[src/rtl/axi_tg_pkg.sv]
// Shared types and constants for the AXI master traffic generator.
package axi_tg_pkg;

    typedef enum logic [2:0] {
        ST_IDLE = 3'd0,
        ST_WA   = 3'd1,
        ST_WD   = 3'd2,
        ST_WB   = 3'd3,
        ST_RA   = 3'd4,
        ST_RD   = 3'd5,
        ST_FIN  = 3'd6
    } tg_state_e;

    localparam logic [1:0] AXI_BURST_INCR = 2'b01;
    localparam logic [1:0] AXI_RESP_OKAY  = 2'b00;

    function automatic logic [15:0] sat_inc(input logic [15:0] v);
        return (v == 16'hFFFF) ? v : v + 16'd1;
    endfunction

endpackage

[src/rtl/axi_tg_pattern.sv]
// Expected data for a beat: (burst address + beat*bytes) XOR SEED, resized to DATA_WIDTH.
module axi_tg_pattern
    import axi_tg_pkg::*;
#(
    parameter int unsigned ADDR_WIDTH = 32,
    parameter int unsigned DATA_WIDTH = 32,
    parameter logic [31:0] SEED       = 32'hA5A5_0000
) (
    input  logic [ADDR_WIDTH-1:0] burst_addr,
    input  logic [8:0]            beat,
    output logic [DATA_WIDTH-1:0] data
);

    localparam int unsigned BYTES = DATA_WIDTH / 8;

    logic [ADDR_WIDTH-1:0] beat_addr;

    assign beat_addr = burst_addr + ADDR_WIDTH'(beat) * ADDR_WIDTH'(BYTES);

    // Bits beyond either operand's width are treated as zero.
    for (genvar i = 0; i < DATA_WIDTH; i++) begin : gen_bit
        if (i < ADDR_WIDTH && i < 32) begin : gen_both
            assign data[i] = beat_addr[i] ^ SEED[i];
        end else if (i < ADDR_WIDTH) begin : gen_addr
            assign data[i] = beat_addr[i];
        end else if (i < 32) begin : gen_seed
            assign data[i] = SEED[i];
        end else begin : gen_zero
            assign data[i] = 1'b0;
        end
    end

endmodule

[src/rtl/axi_master_traffic_gen.sv]
// AXI master traffic generator: writes NUM_BURSTS INCR bursts of a seeded pattern,
// reads them back and counts data/response errors.
module axi_master_traffic_gen
    import axi_tg_pkg::*;
#(
    parameter int unsigned          ID_WIDTH   = 2,
    parameter int unsigned          ADDR_WIDTH = 32,
    parameter int unsigned          DATA_WIDTH = 32,
    parameter int unsigned          BURST_LEN  = 16,
    parameter int unsigned          NUM_BURSTS = 4,
    parameter logic [ADDR_WIDTH-1:0] BASE_ADDR = '0,
    parameter logic [31:0]          SEED       = 32'hA5A5_0000,
    parameter logic [ID_WIDTH-1:0]  MASTER_ID  = '0
) (
    input  logic                    clk,
    input  logic                    rst,
    input  logic                    start,
    input  logic                    mode,
    output logic                    busy,
    output logic                    done,
    output logic [15:0]             err_cnt,
    output logic                    MASTER_CLK,
    output logic                    MASTER_RSTN,
    output logic [ID_WIDTH-1:0]     MASTER_WR_ADDR_ID,
    output logic [ADDR_WIDTH-1:0]   MASTER_WR_ADDR,
    output logic [7:0]              MASTER_WR_ADDR_LEN,
    output logic [1:0]              MASTER_WR_ADDR_BURST,
    output logic                    MASTER_WR_ADDR_VALID,
    input  logic                    MASTER_WR_ADDR_READY,
    output logic [DATA_WIDTH-1:0]   MASTER_WR_DATA,
    output logic [DATA_WIDTH/8-1:0] MASTER_WR_STRB,
    output logic                    MASTER_WR_DATA_LAST,
    output logic                    MASTER_WR_DATA_VALID,
    input  logic                    MASTER_WR_DATA_READY,
    input  logic [ID_WIDTH-1:0]     MASTER_WR_BACK_ID,
    input  logic [1:0]              MASTER_WR_BACK_RESP,
    input  logic                    MASTER_WR_BACK_VALID,
    output logic                    MASTER_WR_BACK_READY,
    output logic [ID_WIDTH-1:0]     MASTER_RD_ADDR_ID,
    output logic [ADDR_WIDTH-1:0]   MASTER_RD_ADDR,
    output logic [7:0]              MASTER_RD_ADDR_LEN,
    output logic [1:0]              MASTER_RD_ADDR_BURST,
    output logic                    MASTER_RD_ADDR_VALID,
    input  logic                    MASTER_RD_ADDR_READY,
    input  logic [ID_WIDTH-1:0]     MASTER_RD_BACK_ID,
    input  logic [DATA_WIDTH-1:0]   MASTER_RD_BACK_DATA,
    input  logic [1:0]              MASTER_RD_BACK_DATA_RESP,
    input  logic                    MASTER_RD_BACK_DATA_LAST,
    input  logic                    MASTER_RD_BACK_DATA_VALID,
    output logic                    MASTER_RD_DATA_READY
);

    localparam int unsigned BYTES = DATA_WIDTH / 8;
    localparam int unsigned BW    = $clog2(NUM_BURSTS + 1);
    localparam logic [8:0]    LAST_BEAT  = 9'(BURST_LEN - 1);
    localparam logic [BW-1:0] LAST_BURST = BW'(NUM_BURSTS - 1);

    function automatic logic [ADDR_WIDTH-1:0] calc_burst_addr(input logic [BW-1:0] b);
        return BASE_ADDR + ADDR_WIDTH'(b) * ADDR_WIDTH'(BURST_LEN * BYTES);
    endfunction

    tg_state_e             state_q, state_d;
    logic [BW-1:0]         b_q, b_d;
    logic [8:0]            k_q, k_d;
    logic [15:0]           err_q, err_d;
    logic                  done_q, done_d;
    logic                  busy_q, busy_d;
    logic [ID_WIDTH-1:0]   id_q, id_d;
    logic [7:0]            len_q, len_d;
    logic [1:0]            burst_q, burst_d;
    logic                  aw_valid_q, aw_valid_d;
    logic [ADDR_WIDTH-1:0] aw_addr_q, aw_addr_d;
    logic                  w_valid_q, w_valid_d;
    logic [DATA_WIDTH-1:0] w_data_q, w_data_d;
    logic [BYTES-1:0]      strb_q, strb_d;
    logic                  w_last_q, w_last_d;
    logic                  b_ready_q, b_ready_d;
    logic                  ar_valid_q, ar_valid_d;
    logic [ADDR_WIDTH-1:0] ar_addr_q, ar_addr_d;
    logic                  r_ready_q, r_ready_d;

    logic [8:0]            beat_sel;
    logic [DATA_WIDTH-1:0] pat_data;
    logic                  beat_err;

    // One pattern generator: the write path looks one beat ahead, the read path checks the current beat.
    always_comb begin
        beat_sel = 9'd0;
        if (state_q == ST_WD) beat_sel = k_q + 9'd1;
        else if (state_q == ST_RD) beat_sel = k_q;
    end

    axi_tg_pattern #(
        .ADDR_WIDTH (ADDR_WIDTH),
        .DATA_WIDTH (DATA_WIDTH),
        .SEED       (SEED)
    ) u_pattern (
        .burst_addr (calc_burst_addr(b_q)),
        .beat       (beat_sel),
        .data       (pat_data)
    );

    assign beat_err = (MASTER_RD_BACK_DATA != pat_data)
                    | (MASTER_RD_BACK_DATA_RESP != AXI_RESP_OKAY)
                    | (MASTER_RD_BACK_DATA_LAST != (k_q == LAST_BEAT))
                    | (MASTER_RD_BACK_ID != MASTER_ID);

    always_comb begin
        state_d    = state_q;
        b_d        = b_q;
        k_d        = k_q;
        err_d      = err_q;
        done_d     = 1'b0;
        id_d       = id_q;
        len_d      = len_q;
        burst_d    = burst_q;
        aw_valid_d = aw_valid_q;
        aw_addr_d  = aw_addr_q;
        w_valid_d  = w_valid_q;
        w_data_d   = w_data_q;
        strb_d     = strb_q;
        w_last_d   = w_last_q;
        b_ready_d  = b_ready_q;
        ar_valid_d = ar_valid_q;
        ar_addr_d  = ar_addr_q;
        r_ready_d  = r_ready_q;
        case (state_q)
            ST_IDLE: if (start) begin
                err_d   = '0;
                b_d     = '0;
                k_d     = '0;
                id_d    = MASTER_ID;
                len_d   = 8'(BURST_LEN - 1);
                burst_d = AXI_BURST_INCR;
                if (!mode) begin
                    state_d    = ST_WA;
                    aw_valid_d = 1'b1;
                    aw_addr_d  = calc_burst_addr('0);
                end else begin
                    state_d    = ST_RA;
                    ar_valid_d = 1'b1;
                    ar_addr_d  = calc_burst_addr('0);
                end
            end
            ST_WA: if (aw_valid_q && MASTER_WR_ADDR_READY) begin
                aw_valid_d = 1'b0;
                state_d    = ST_WD;
                w_valid_d  = 1'b1;
                w_data_d   = pat_data;
                strb_d     = '1;
                w_last_d   = (LAST_BEAT == 9'd0);
                k_d        = '0;
            end
            ST_WD: if (w_valid_q && MASTER_WR_DATA_READY) begin
                if (w_last_q) begin
                    w_valid_d = 1'b0;
                    w_last_d  = 1'b0;
                    b_ready_d = 1'b1;
                    state_d   = ST_WB;
                end else begin
                    k_d      = k_q + 9'd1;
                    w_data_d = pat_data;
                    w_last_d = (k_q + 9'd1 == LAST_BEAT);
                end
            end
            ST_WB: if (b_ready_q && MASTER_WR_BACK_VALID) begin
                b_ready_d = 1'b0;
                if (MASTER_WR_BACK_RESP != AXI_RESP_OKAY || MASTER_WR_BACK_ID != MASTER_ID)
                    err_d = sat_inc(err_q);
                if (b_q == LAST_BURST) begin
                    b_d        = '0;
                    state_d    = ST_RA;
                    ar_valid_d = 1'b1;
                    ar_addr_d  = calc_burst_addr('0);
                end else begin
                    b_d        = b_q + BW'(1);
                    state_d    = ST_WA;
                    aw_valid_d = 1'b1;
                    aw_addr_d  = calc_burst_addr(b_q + BW'(1));
                end
            end
            ST_RA: if (ar_valid_q && MASTER_RD_ADDR_READY) begin
                ar_valid_d = 1'b0;
                r_ready_d  = 1'b1;
                k_d        = '0;
                state_d    = ST_RD;
            end
            // Beats are counted locally, so a misplaced LAST is an error but does not end the burst.
            ST_RD: if (r_ready_q && MASTER_RD_BACK_DATA_VALID) begin
                if (beat_err) err_d = sat_inc(err_q);
                if (k_q == LAST_BEAT) begin
                    r_ready_d = 1'b0;
                    if (b_q == LAST_BURST) begin
                        b_d     = '0;
                        state_d = ST_FIN;
                        done_d  = 1'b1;
                    end else begin
                        b_d        = b_q + BW'(1);
                        state_d    = ST_RA;
                        ar_valid_d = 1'b1;
                        ar_addr_d  = calc_burst_addr(b_q + BW'(1));
                    end
                end else begin
                    k_d = k_q + 9'd1;
                end
            end
            ST_FIN: state_d = ST_IDLE;
            default: state_d = ST_IDLE;
        endcase
        busy_d = (state_d != ST_IDLE);
    end

    always_ff @(posedge clk) begin
        if (rst) begin
            state_q    <= ST_IDLE;
            b_q        <= '0;
            k_q        <= '0;
            err_q      <= '0;
            done_q     <= 1'b0;
            busy_q     <= 1'b0;
            id_q       <= '0;
            len_q      <= '0;
            burst_q    <= '0;
            aw_valid_q <= 1'b0;
            aw_addr_q  <= '0;
            w_valid_q  <= 1'b0;
            w_data_q   <= '0;
            strb_q     <= '0;
            w_last_q   <= 1'b0;
            b_ready_q  <= 1'b0;
            ar_valid_q <= 1'b0;
            ar_addr_q  <= '0;
            r_ready_q  <= 1'b0;
        end else begin
            state_q    <= state_d;
            b_q        <= b_d;
            k_q        <= k_d;
            err_q      <= err_d;
            done_q     <= done_d;
            busy_q     <= busy_d;
            id_q       <= id_d;
            len_q      <= len_d;
            burst_q    <= burst_d;
            aw_valid_q <= aw_valid_d;
            aw_addr_q  <= aw_addr_d;
            w_valid_q  <= w_valid_d;
            w_data_q   <= w_data_d;
            strb_q     <= strb_d;
            w_last_q   <= w_last_d;
            b_ready_q  <= b_ready_d;
            ar_valid_q <= ar_valid_d;
            ar_addr_q  <= ar_addr_d;
            r_ready_q  <= r_ready_d;
        end
    end

    assign busy                 = busy_q;
    assign done                 = done_q;
    assign err_cnt              = err_q;
    assign MASTER_CLK           = clk;
    assign MASTER_RSTN          = ~rst;
    assign MASTER_WR_ADDR_ID    = id_q;
    assign MASTER_WR_ADDR       = aw_addr_q;
    assign MASTER_WR_ADDR_LEN   = len_q;
    assign MASTER_WR_ADDR_BURST = burst_q;
    assign MASTER_WR_ADDR_VALID = aw_valid_q;
    assign MASTER_WR_DATA       = w_data_q;
    assign MASTER_WR_STRB       = strb_q;
    assign MASTER_WR_DATA_LAST  = w_last_q;
    assign MASTER_WR_DATA_VALID = w_valid_q;
    assign MASTER_WR_BACK_READY = b_ready_q;
    assign MASTER_RD_ADDR_ID    = id_q;
    assign MASTER_RD_ADDR       = ar_addr_q;
    assign MASTER_RD_ADDR_LEN   = len_q;
    assign MASTER_RD_ADDR_BURST = burst_q;
    assign MASTER_RD_ADDR_VALID = ar_valid_q;
    assign MASTER_RD_DATA_READY = r_ready_q;

endmodule

[config.mk]
export PLATFORM = sky130hd
export DESIGN_NAME = axi_master_traffic_gen
export DESIGN_NICKNAME = d
export VERILOG_FILES = /design/src/rtl/axi_tg_pkg.sv /design/src/rtl/axi_tg_pattern.sv /design/src/rtl/axi_master_traffic_gen.sv
export SDC_FILE = /design/constraint.sdc
export NUM_CORES = 1
export LEC_CHECK = 0
export ABC_AREA = 1
export CORE_MARGIN = 4
export CORE_UTILIZATION = 45
export DETAILED_ROUTE_END_ITERATION = 10
export GPL_TIMING_DRIVEN = 0
export PLACE_DENSITY_LB_ADDON = 0.12
export SLEW_MARGIN = 10
export SYNTH_ARGS = -nofsm -noshare
export SYNTH_HDL_FRONTEND = slang
export SYNTH_SLANG_ARGS = --single-unit
[constraint.sdc]
create_clock -name clk -period 5 [get_ports clk]
set_input_delay 0.5 -clock clk [delete_from_list [all_inputs] [get_ports clk]]
set_output_delay 0.5 -clock clk [all_outputs]
set_load 0.01 [all_outputs]
# Word-level counts from Yosys, hierarchy flattened
# Cells that the tools add are included.
[totals] register_bits=138 inputBits=50 out_inout_bits=150
[op_classes] n_reduce_logical=35 eq_ne=28 bitwise_logic=15 muxes=81 addsub=4
[ops] operator="two-way mux 32 bit" count=13
[ops] operator="case mux 32 bit (2 select lines)" count=2
[ops] operator="two-way mux 16 bit" count=6
[ops] operator="case mux 32 bit (3 select lines)" count=1
[ops] operator="two-way mux 9 bit" count=9
[ops] operator="case mux 16 bit (3 select lines)" count=1
[ops] operator="two-way mux 3 bit" count=15
[ops] operator="case mux 9 bit (5 select lines)" count=1
[ops] operator="!= test 32 bit" count=1
[ops] operator="!= test 2 bit, second input constant" count=14
[ops] operator="two-way mux 1 bit" count=24
[ops] operator="== test 9 x 4 -> 1 bit, second input constant" count=2
[ops] operator="case mux 3 bit (6 select lines)" count=1
[ops] operator="adder 16 x 1 -> 16 bit, second input constant" count=1
[ops] operator="== test 16 bit, second input constant" count=1
[ops] operator="AND reduction 4 bit" count=4
[ops] operator="AND reduction 8 bit" count=2
[ops] operator="nonzero test 2 bit" count=8
[ops] operator="adder 9 x 11 -> 12 bit" count=1
[ops] operator="AND reduction 6 bit" count=2
[ops] operator="AND reduction 5 bit" count=2
[ops] operator="adder 9 x 1 -> 9 bit, second input constant" count=1
[ops] operator="== test 3 x 2 -> 1 bit, second input constant" count=3
[ops] operator="case mux 3 bit (3 select lines)" count=1
[ops] operator="other kinds (22)" count=47

# Logic depth before layout (Yosys ltp)
# Gate-level depths: netlist of the first run.
[logic_depth] depth_word=11 mapped_depth=27 mapped_depth_nobuf=26

# Modules after synthesis
# Synthesis of the first run repeated with hierarchy kept, for this count alone.
[unflattened] hier_cells=1084 hier_area_um2=6717.7
[by_module_without_submodules] mod="axi_master_traffic_gen" area_per_inst_um2=5288.8 cells_each=793 instances=1 seq_area_each_um2=1581.5
[by_module_without_submodules] mod="axi_tg_pattern" area_per_inst_um2=1428.9 cells_each=291 instances=1 seq_area_each_um2=0.0

==> flow_summary.yaml, run 1 <==
setup_path:
  reg2reg_depth: 24
  critical_path_buf_inv_count: 4
  startpoint_type: "clock port"
  worst-path-max-fanout: 2
  endpoint_kind: "primary output"
  critPathRequiredTime_ns: 4.50
  crit_family: "buffers and inverters"
  cp_cell_sequence: "clkbuf_8 -> clkbuf_8 -> buf_4 -> clkdlybuf4s50_1"
  cpPeakStageDelay_ns: 0.46
  worstSetupPathType: "clk2out"
  worstPathArrival_ns: 3.31
  crit_cells: 4
  path_common_cell: "clkbuf_8"
  cpMaxStageDelayCell: "clkdlybuf4s50_1"
finish:
  final_layout_size_suffix_gt1_frac: 0.174
  seq_area_sq_um: 1160
  synthToLayoutAreaGrowth_pct: 40.5
  final_core_util: 0.648
  layout_common_cells: "nand2_1 (151), clkdlybuf4s50_1 (112), buf_4 (107), nor2_1 (100), conb_1 (86)"
  fillCellCount: 915
  layout_commonest_cell: "nand2_1"
  antenna_cells: 0
  instances_no_fill: 1046
  nets: 969
  multi_input_area_sq_um: 2450
synthesis:
  synth_top_family_by_area: "simple AND/OR/NAND/NOR gates"
  synthMuxAreaShare: 0
  syn_area_sq_um: 4490
  synthFlopType: "dfxtp_1"
  avgSynthCellArea_sq_um: 6.44
  synth-simple-area-share: 0.323
  synth-compound-area-share: 0.115
  synth_edf_count: 0
  synth_cell_types: 42
  ys_seq_elements: 58
  synthCells: 697
  synth-xor-area-share: 0.00390
  synth_adder_area_share: 0.0323
  ys_seq_area_frac: 0.259
  ys_async_sr_fraction: 0
  ys_warn_count: 0
routing:
  routed_wl_mm: 12.9
  vias_per_cell: 4.53
  vias: 4743
  firstDrtPassIters: 5
  wl_per_cell_um: 12.3
  drt_iter0_markers: 241
  drtAntennaViolNets: 0
  post-route-drc-count: 0
pwr:
  total_power_mw: 1.47
  p_leak_nw: 3.05
  ir_drop_v: 0.000223
  power_density_nw_per_um2: 233
cts:
  post_cts.repair.setup_buffers: 0
  hold_buffers: 0
  clkLatencyLatePin_ns: 0.45
  clkTransAtPathRegs_ns: 0.07
  ctsResizeCount: 0
  cts_tree: "built"
die:
  die_w_um: 108
  io_pins: 200
  core_sq_um: 9730
  rows: 36
  start_util: 0.461
  die_area_sq_um: 11600
  die_h_um: 108
placed_design:
  placed_cells: 1027
  place_hpwl_mm: 10.4
  gp_congestion: 0.855
  placement.io_buffers: 112
  pre_cts_ws_ns: 1.28
global_route:
  grt_pass1_vias: 4467
  grt_use_total: 0.219
  grt_start_max_net_pins: 12
  grt_first_pass_wirelength_mm: 20.4
  overflow: 0
  antenna_found_initial: 0
timing:
  worst_slack_ns: 1.19
  finalHoldViolCount: 0
  setup_tns_ns: 0
  worst_pin_slew_ns: 0.650
  final_max_slew_viol_count: 0
  rsz0062_at_grt: "false"
  worst_clock_skew_ns: 0.00956
  slew_headroom: 0.566
  setup_viol: 0
hold_path:
  hold_class: "in2reg"
  holdPathStages: 2
job:
  drv.max_cap_violation_count: 0
status:
  status: "finished, final reports clean"
[registers in the layout (all words and copies together), names as in the netlist]
name                  count
MASTER_WR_ADDR            3
MASTER_WR_DATA           11
MASTER_RD_ADDR_LEN        1
MASTER_WR_ADDR_VALID      1
err_cnt                  16
MASTER_WR_STRB            1
MASTER_WR_BACK_READY      1
busy                      1
done                      1
state_q                   3
b_q                       3
k_q                       9
MASTER_RD_ADDR            3
MASTER_RD_ADDR_VALID      1
MASTER_WR_DATA_LAST       1
MASTER_RD_DATA_READY      1
MASTER_WR_DATA_VALID      1
[area by class of cell]
class	instances	area share
Sequential cell	58	0.184
Tap cell	133	0.0264
Clock inverter	7	0.00734
Buffer	118	0.138
Clock buffer	13	0.0278
Multi-Input combinational cell	520	0.388
Timing Repair Buffer	111	0.176
Inverter	86	0.0520
[kinds of logic (layout without fill, tap and decap cells)]
logic type / Yosys count / in the layout
AND/OR/NAND/NOR: 338 / 338
other: 1 / 86
AO/OA/AOI/OAI: 83 / 83
adder cells (fa/ha/maj): 11 / 11
flip-flops: 58 / 58
XOR/XNOR: 2 / 2
buffers and inverters: 204 / 335
[path summary, 6_finish.rpt]
| kind | endpoint | from | slack [ns] |
|---|---|---|---|
| worst min register to register | MASTER_WR_DATA[2] | MASTER_WR_DATA[2] | 0.46 |
| worst max-delay path | MASTER_CLK | clk | 1.19 |
| worst min-delay path | b_q[1] | rst | 0.44 |
| worst max register to register | err_cnt[10] | k_q[1] | 1.32 |
[per-layer routing]
| layer | global-route usage | vias to the layer above | wire (um) |
|---|---|---|---|
| li1 | - | 2441 | - |
| met1 | 0.250 | 2086 | 5150 |
| met2 | 0.386 | 196 | 6300 |
| met3 | 0.0618 | 20 | 1260 |
| met4 | 0.0803 | 0 | 204 |
| met5 | 0 | - | 0 |
[power breakdown]
| group | total, mW | internal (mW) | switching [mW] |
|---|---|---|---|
| Clock | 0.481 | 0.252 | 0.229 |
| Sequential | 0.534 | 0.495 | 0.0395 |
| Combinational | 0.454 | 0.224 | 0.230 |
| Total | 1.47 | 0.970 | 0.498 |
[synthesized netlist by cell type, types with 4 or more instances]
cell type | count | area share
a31oi_1 | 6 | 0.0084
ha_1 | 10 | 0.028
nand2_1 | 151 | 0.13
nand2_2 | 5 | 0.0070
a21oi_1 | 32 | 0.036
clkbuf_1 | 6 | 0.0050
a211oi_1 | 6 | 0.010
nor3_1 | 7 | 0.0078
dfxtp_1 | 58 | 0.26
nor2_2 | 5 | 0.0070
o211ai_1 | 4 | 0.0067
nand4_1 | 4 | 0.0056
nor2_1 | 100 | 0.084
inv_1 | 79 | 0.066
buf_4 | 107 | 0.18
o21ai_0 | 20 | 0.022
nor4_1 | 5 | 0.0070
inv_2 | 5 | 0.0042
nand3_1 | 51 | 0.057
[stage by stage]
stage,area [sq um],hold slack [ns]
6_report,6300,0.442
3_3_place_gp,6090,0.450
3_5_place_dp,6090,0.455
2_1_floorplan,4810,0.458
4_1_cts,6300,0.445
5_1_grt,6300,0.476
(Power assumes the default switching activity.)
==> run 2: changes to the inputs <==
- CORE_UTILIZATION: 45 -> 43
- clock period: 5 -> 3.8 ns (I/O delays scaled with it)
==> run 2 against run 1 <==
Effect of this change:
- combinational power up 33%
- via count is 0.25% lower
- cell count is 0.29% higher
- count of clock-buffer cells in the layout grew 3
- largest power group unchanged
- largest cell class unchanged
- sequential cell count stayed put
- core utilization shrank 2.7 points
- global-route usage down 1.2 points
==> flow_summary.yaml, run 2 (synthesis gave the netlist of run 1 again) <==
status:
  status: "finished, final reports clean"
die:
  die_area_sq_um: 12100
  start_util: 0.439
  core_sq_um: 10200
  die_w_um: 110
  rows: 37
  die_h_um: 110
  io_pins: 200
pwr:
  power_density_nw_per_um2: 313
  power_frac_clock: 0.342
  ir_drop_v: 0.000269
  pwr-share-comb: 0.304
  total_power_mw: 1.99
  intPower_mw: 1.36
  p_switching_uw: 629
  p_leak_nw: 3.07
  power_frac_seq: 0.354
  p_sw_frac: 0.316
routing:
  drt_iter0_markers: 273
  wl_per_cell_um: 12.4
  vias_per_cell: 4.51
  vias: 4731
  routed_wl_mm: 13.0
  firstDrtPassIters: 5
  post-route-drc-count: 0
  drtAntennaViolNets: 0
finish:
  synthToLayoutAreaGrowth_pct: 41.6
  layout_commonest_cell: "nand2_1"
  largest_reg_flops: 16
  final_layout_size_suffix_gt1_frac: 0.176
  antenna_cells: 0
  final_core_util: 0.621
  layout_common_cells: "nand2_1 (151), clkdlybuf4s50_1 (112), buf_4 (108), nor2_1 (99), conb_1 (86)"
  fillCellCount: 937
  nets: 970
  fin_area_sq_um: 6350
global_route:
  grt_use_total: 0.207
  grt_start_max_net_pins: 12
  grt_first_pass_wirelength_mm: 19.7
  overflow: 0
  antenna_found_initial: 0
  grt_pass1_vias: 4285
setup_path:
  cp_cell_sequence: "ha_1 -> nand2_1 -> nor2_4 -> inv_1 -> nor2_4 -> o21ai_0 -> o21ai_0 -> ha_2 -> inv_1 -> fa_1 -> o21ai_0 -> nor2_1 -> nand2_1 -> nor2_1 -> nand3_1 -> nor2_1 -> nand2_1 -> nor2_2 -> nand3_2 -> nand2_4 -> buf_6 -> nand2_1 -> nand2_1 -> nor2_1"
  critPathRequiredTime_ns: 4.13
  worst-path-max-fanout: 10
  cpPeakStageDelay_ns: 0.54
  endpoint_kind: "flop"
  worstPathArrival_ns: 3.73
  startpoint_type: "flop"
  path_common_cell: "nand2_1"
  r2r-end: "err_cnt[10]"
  cpMaxStageDelayCell: "fa_1"
  ff2ff_setup_slack_ns: 0.41
  reg2reg_from: "k_q[1]"
  reg2reg_depth: 24
  worstSetupPathType: "reg2reg"
timing:
  worst_pin_slew_ns: 0.669
  slew_headroom: 0.554
  finalHoldViolCount: 0
  whs_ns: 0.346
  period_share: 0.892
  setup_tns_ns: 0
  clock.fmax_mhz: 295
  rsz0062_at_grt: "false"
  final_max_slew_viol_count: 0
  min_period_ns: 3.39
  worst_clock_skew_ns: 0.0107
  setup_viol: 0
placed_design:
  place_hpwl_mm: 10.5
  gp_congestion: 0.895
  dpl_cell_area_sq_um: 6100
  placement.io_buffers: 112
cts:
  cts_tree: "built"
  clkTransAtPathRegs_ns: 0.07
  clkLatencyLatePin_ns: 0.44
hold_path:
  min_to: "b_q[1]"
  min_from: "rst"
  holdPathStages: 2
  hold_class: "in2reg"
job:
  drv.max_cap_violation_count: 0
-- run 2: cell count changes in the layout (fill, tap and decap cells not counted), sizes merged --
cell      before  now
buf          112  113
clkinvlp       3    0
clkbuf        18   21
clkinv         4    2
bufinv         0    1
-- run 2: worst max-delay path by stage --
stage / startpoint / end / slack [ns] / cells past startpoint
after detailed placement: k_q[1] / err_cnt[9] / 0.22 / 24
after floorplan: k_q[1] / err_cnt[13] / 0.78 / 24
final: k_q[1] / err_cnt[10] / 0.41 / 24
after global routing: k_q[1] / err_cnt[10] / 0.01 / 24
after CTS: k_q[1] / err_cnt[10] / 0.21 / 24
after global placement: k_q[1] / err_cnt[10] / 0.25 / 24
-- run 2: per-layer routing --
metal / up-vias / global-route usage / wire length (um)
met1: 2090 / 0.248 / 5390
met5: - / 0 / 0
met4: 0 / 0.0607 / 150
li1: 2443 / - / -
met2: 183 / 0.364 / 6190
met3: 15 / 0.0513 / 1250
-- run 2: critical path: cells and delay by family (launching register included) --
kind | cells | cell delay (ns)
AND/OR/NAND/NOR | 15 | 1.37
AO/OA/AOI/OAI | 3 | 0.32
adder cells (fa/ha/maj) | 3 | 0.93
flip-flops | 1 | 0.38
buffers and inverters | 3 | 0.27
-- run 2: timing repair --
action                     4_1_cts  5_1_grt
setup endpoints to repair        0       16
resized for setup                0        7
buffers inserted                 0        1
hold buffers                     0        0
-- run 2: stage by stage --
stage / worst slack (ns) / std cells
finish: 0.409 / 1049
global route: 0.0108 / 1049
CTS: 0.212 / 1048
detailed placement: 0.223 / 1030
global placement: 0.249 / 1030
floorplan: 0.783 / 782
-- run 2: final cells by class --
type                    count  area [sq um]  share of cell area
clock inverters             3          40.0             0.00630
inverters                  86           328              0.0516
multi-input cells         520          2460               0.388
clock buffers              16           196              0.0309
well taps                 136           170              0.0268
flip-flops and latches     58          1170               0.184
repair buffers            112          1120               0.176
plain buffers             118           868               0.137
-- run 2: power by group through the flow --
stage	clock network (mW)	logic, mW	registers [mW]
floorplan	0.0217	0.365	0.723
global placement	0.0413	0.592	0.714
detailed placement	0.0413	0.597	0.716
CTS	0.696	0.600	0.703
global route	0.731	0.673	0.710
finish	0.680	0.605	0.703
==> run 3: changes to the inputs <==
- REMOVE_ABC_BUFFERS: not set -> 1
==> run 3 against run 2 <==
Effect of this change:
- clock power up 9.9%
- worst setup slack got worse by 0.048 ns
- sequential power about the same
- routed wire length decreased by 9.1%
- first-iteration DRC count is 23% lower
- combinational power shrank 15%
- design area fell by 12%
- core utilization fell by 7.5 points
==> flow_summary.yaml, run 3 (synthesis gave the netlist of run 1 again) <==
placed_design:
  placed_cells: 913
  gp_congestion: 0.871
  place_hpwl_mm: 8.92
  pre_cts_ws_ns: -0.0775
  placement.io_buffers: 113
pwr:
  power_density_nw_per_um2: 351
  total_power_mw: 1.96
  p_leak_nw: 2.50
  ir_drop_v: 0.000415
die:
  core_sq_um: 10200
  die_area_sq_um: 12100
  die_h_um: 110
  io_pins: 200
  die_w_um: 110
  start_util: 0.439
  rows: 37
timing:
  finalHoldViolCount: 0
  worst_pin_slew_ns: 1.17
  period_share: 0.905
  clock.fmax_mhz: 291
  setup_viol: 0
  whs_ns: 0.458
  final_max_slew_viol_count: 0
  worst_clock_skew_ns: 0.0104
  worst_slack_ns: 0.361
  rsz0062_at_grt: "false"
  slew_headroom: 0.217
  min_period_ns: 3.44
finish:
  final_layout_size_suffix_gt1_frac: 0.0761
  layout_commonest_cell: "nand2_1"
  synthToLayoutAreaGrowth_pct: 24.4
  final_core_util: 0.546
  nets: 858
  largest_reg_flops: 16
  instances_no_fill: 938
  antenna_cells: 0
  layout_common_cells: "nand2_1 (151), clkdlybuf4s50_1 (112), nor2_1 (99), conb_1 (86), inv_1 (78)"
routing:
  drtAntennaViolNets: 0
  wl_per_cell_um: 12.6
  firstDrtPassIters: 5
  post-route-drc-count: 0
  vias_per_cell: 4.63
  drt_iter0_markers: 211
  vias: 4344
  routed_wl_mm: 11.8
setup_path:
  worstSetupPathType: "reg2reg"
  worst-path-max-fanout: 6
  startpoint_type: "flop"
  worstPathArrival_ns: 3.79
  endpoint_kind: "flop"
  ff2ff_setup_slack_ns: 0.36
  critPathRequiredTime_ns: 4.15
global_route:
  grt_first_pass_wirelength_mm: 18.3
  grt_start_max_net_pins: 35
  grt_use_total: 0.189
  antenna_found_initial: 0
  grt_pass1_vias: 3997
  overflow: 0
cts:
  cts_tree: "built"
  clkLatencyLatePin_ns: 0.45
  hold_buffers: 0
  clkTransAtPathRegs_ns: 0.07
status:
  status: "finished, final reports clean"
job:
  drv.max_cap_violation_count: 0
hold_path:
  hold_class: "in2reg"
-- run 3: timing repair --
item / in CTS / in global routing
setup buffers: 3 / 3
endpoints found under the setup margin: 9 / 16
pin swaps: 1 / 5
resized for setup: 1 / 9
-- run 3: area by class of cell --
| type | instances | area (sq um) |
|---|---|---|
| Fill cell | 984 | 4650 |
| Sequential cell | 58 | 1170 |
| Tap cell | 136 | 170 |
| Clock buffer | 17 | 230 |
| Clock inverter | 3 | 45.0 |
| Inverter | 86 | 328 |
| Multi-Input combinational cell | 520 | 2470 |
| Timing Repair Buffer | 118 | 1170 |
-- run 3: metal layers --
| layer | vias up | routed length, um | GRT usage |
|---|---|---|---|
| li1 | 2229 | - | - |
| met1 | 1913 | 5100 | 0.235 |
| met2 | 183 | 5360 | 0.315 |
| met3 | 19 | 1150 | 0.0489 |
| met4 | 0 | 192 | 0.0677 |
| met5 | - | 0 | 0 |
-- run 3: report_power, final --
part	switching, mW	internal (mW)
registers	0.0493	0.651
logic	0.287	0.228
clock network	0.288	0.459
total	0.624	1.34
-- run 3: per-stage QoR --
step / setup TNS [ns] / instance area [sq um]
floorplan: 0 / 3940
global placement: -0.124 / 5240
detailed placement: -0.536 / 5230
CTS: 0 / 5540
global route: 0 / 5580
finish: 0 / 5580
-- run 3: critical path, cell delays in order, from the launching register on --
cell     delay [ns]
dfxtp_4        0.38
ha_1           0.16
nand2_1        0.10
nor2_2         0.19
inv_2          0.07
nor2_4         0.13
o21ai_0        0.09
o21ai_1        0.12
ha_2           0.20
inv_1          0.05
fa_2           0.56
o21ai_0        0.10
nor2_1         0.10
nand2_1        0.06
nor2_1         0.10
nand3_1        0.07
nor2_1         0.08
nand2_1        0.09
nor2_2         0.16
nand3_4        0.11
nand2_4        0.13
buf_4          0.13
nand2_1        0.04
nand2_1        0.05
nor2_1         0.05
-- run 3: final timing paths --
kind,start,endpoint,cells after the start
setup reg to reg,k_q[1],err_cnt[0],24
setup / recovery,k_q[1],err_cnt[0],24
hold / removal,rst,MASTER_WR_STRB[0],2
hold reg to reg,MASTER_WR_DATA[8],MASTER_WR_DATA[8],2
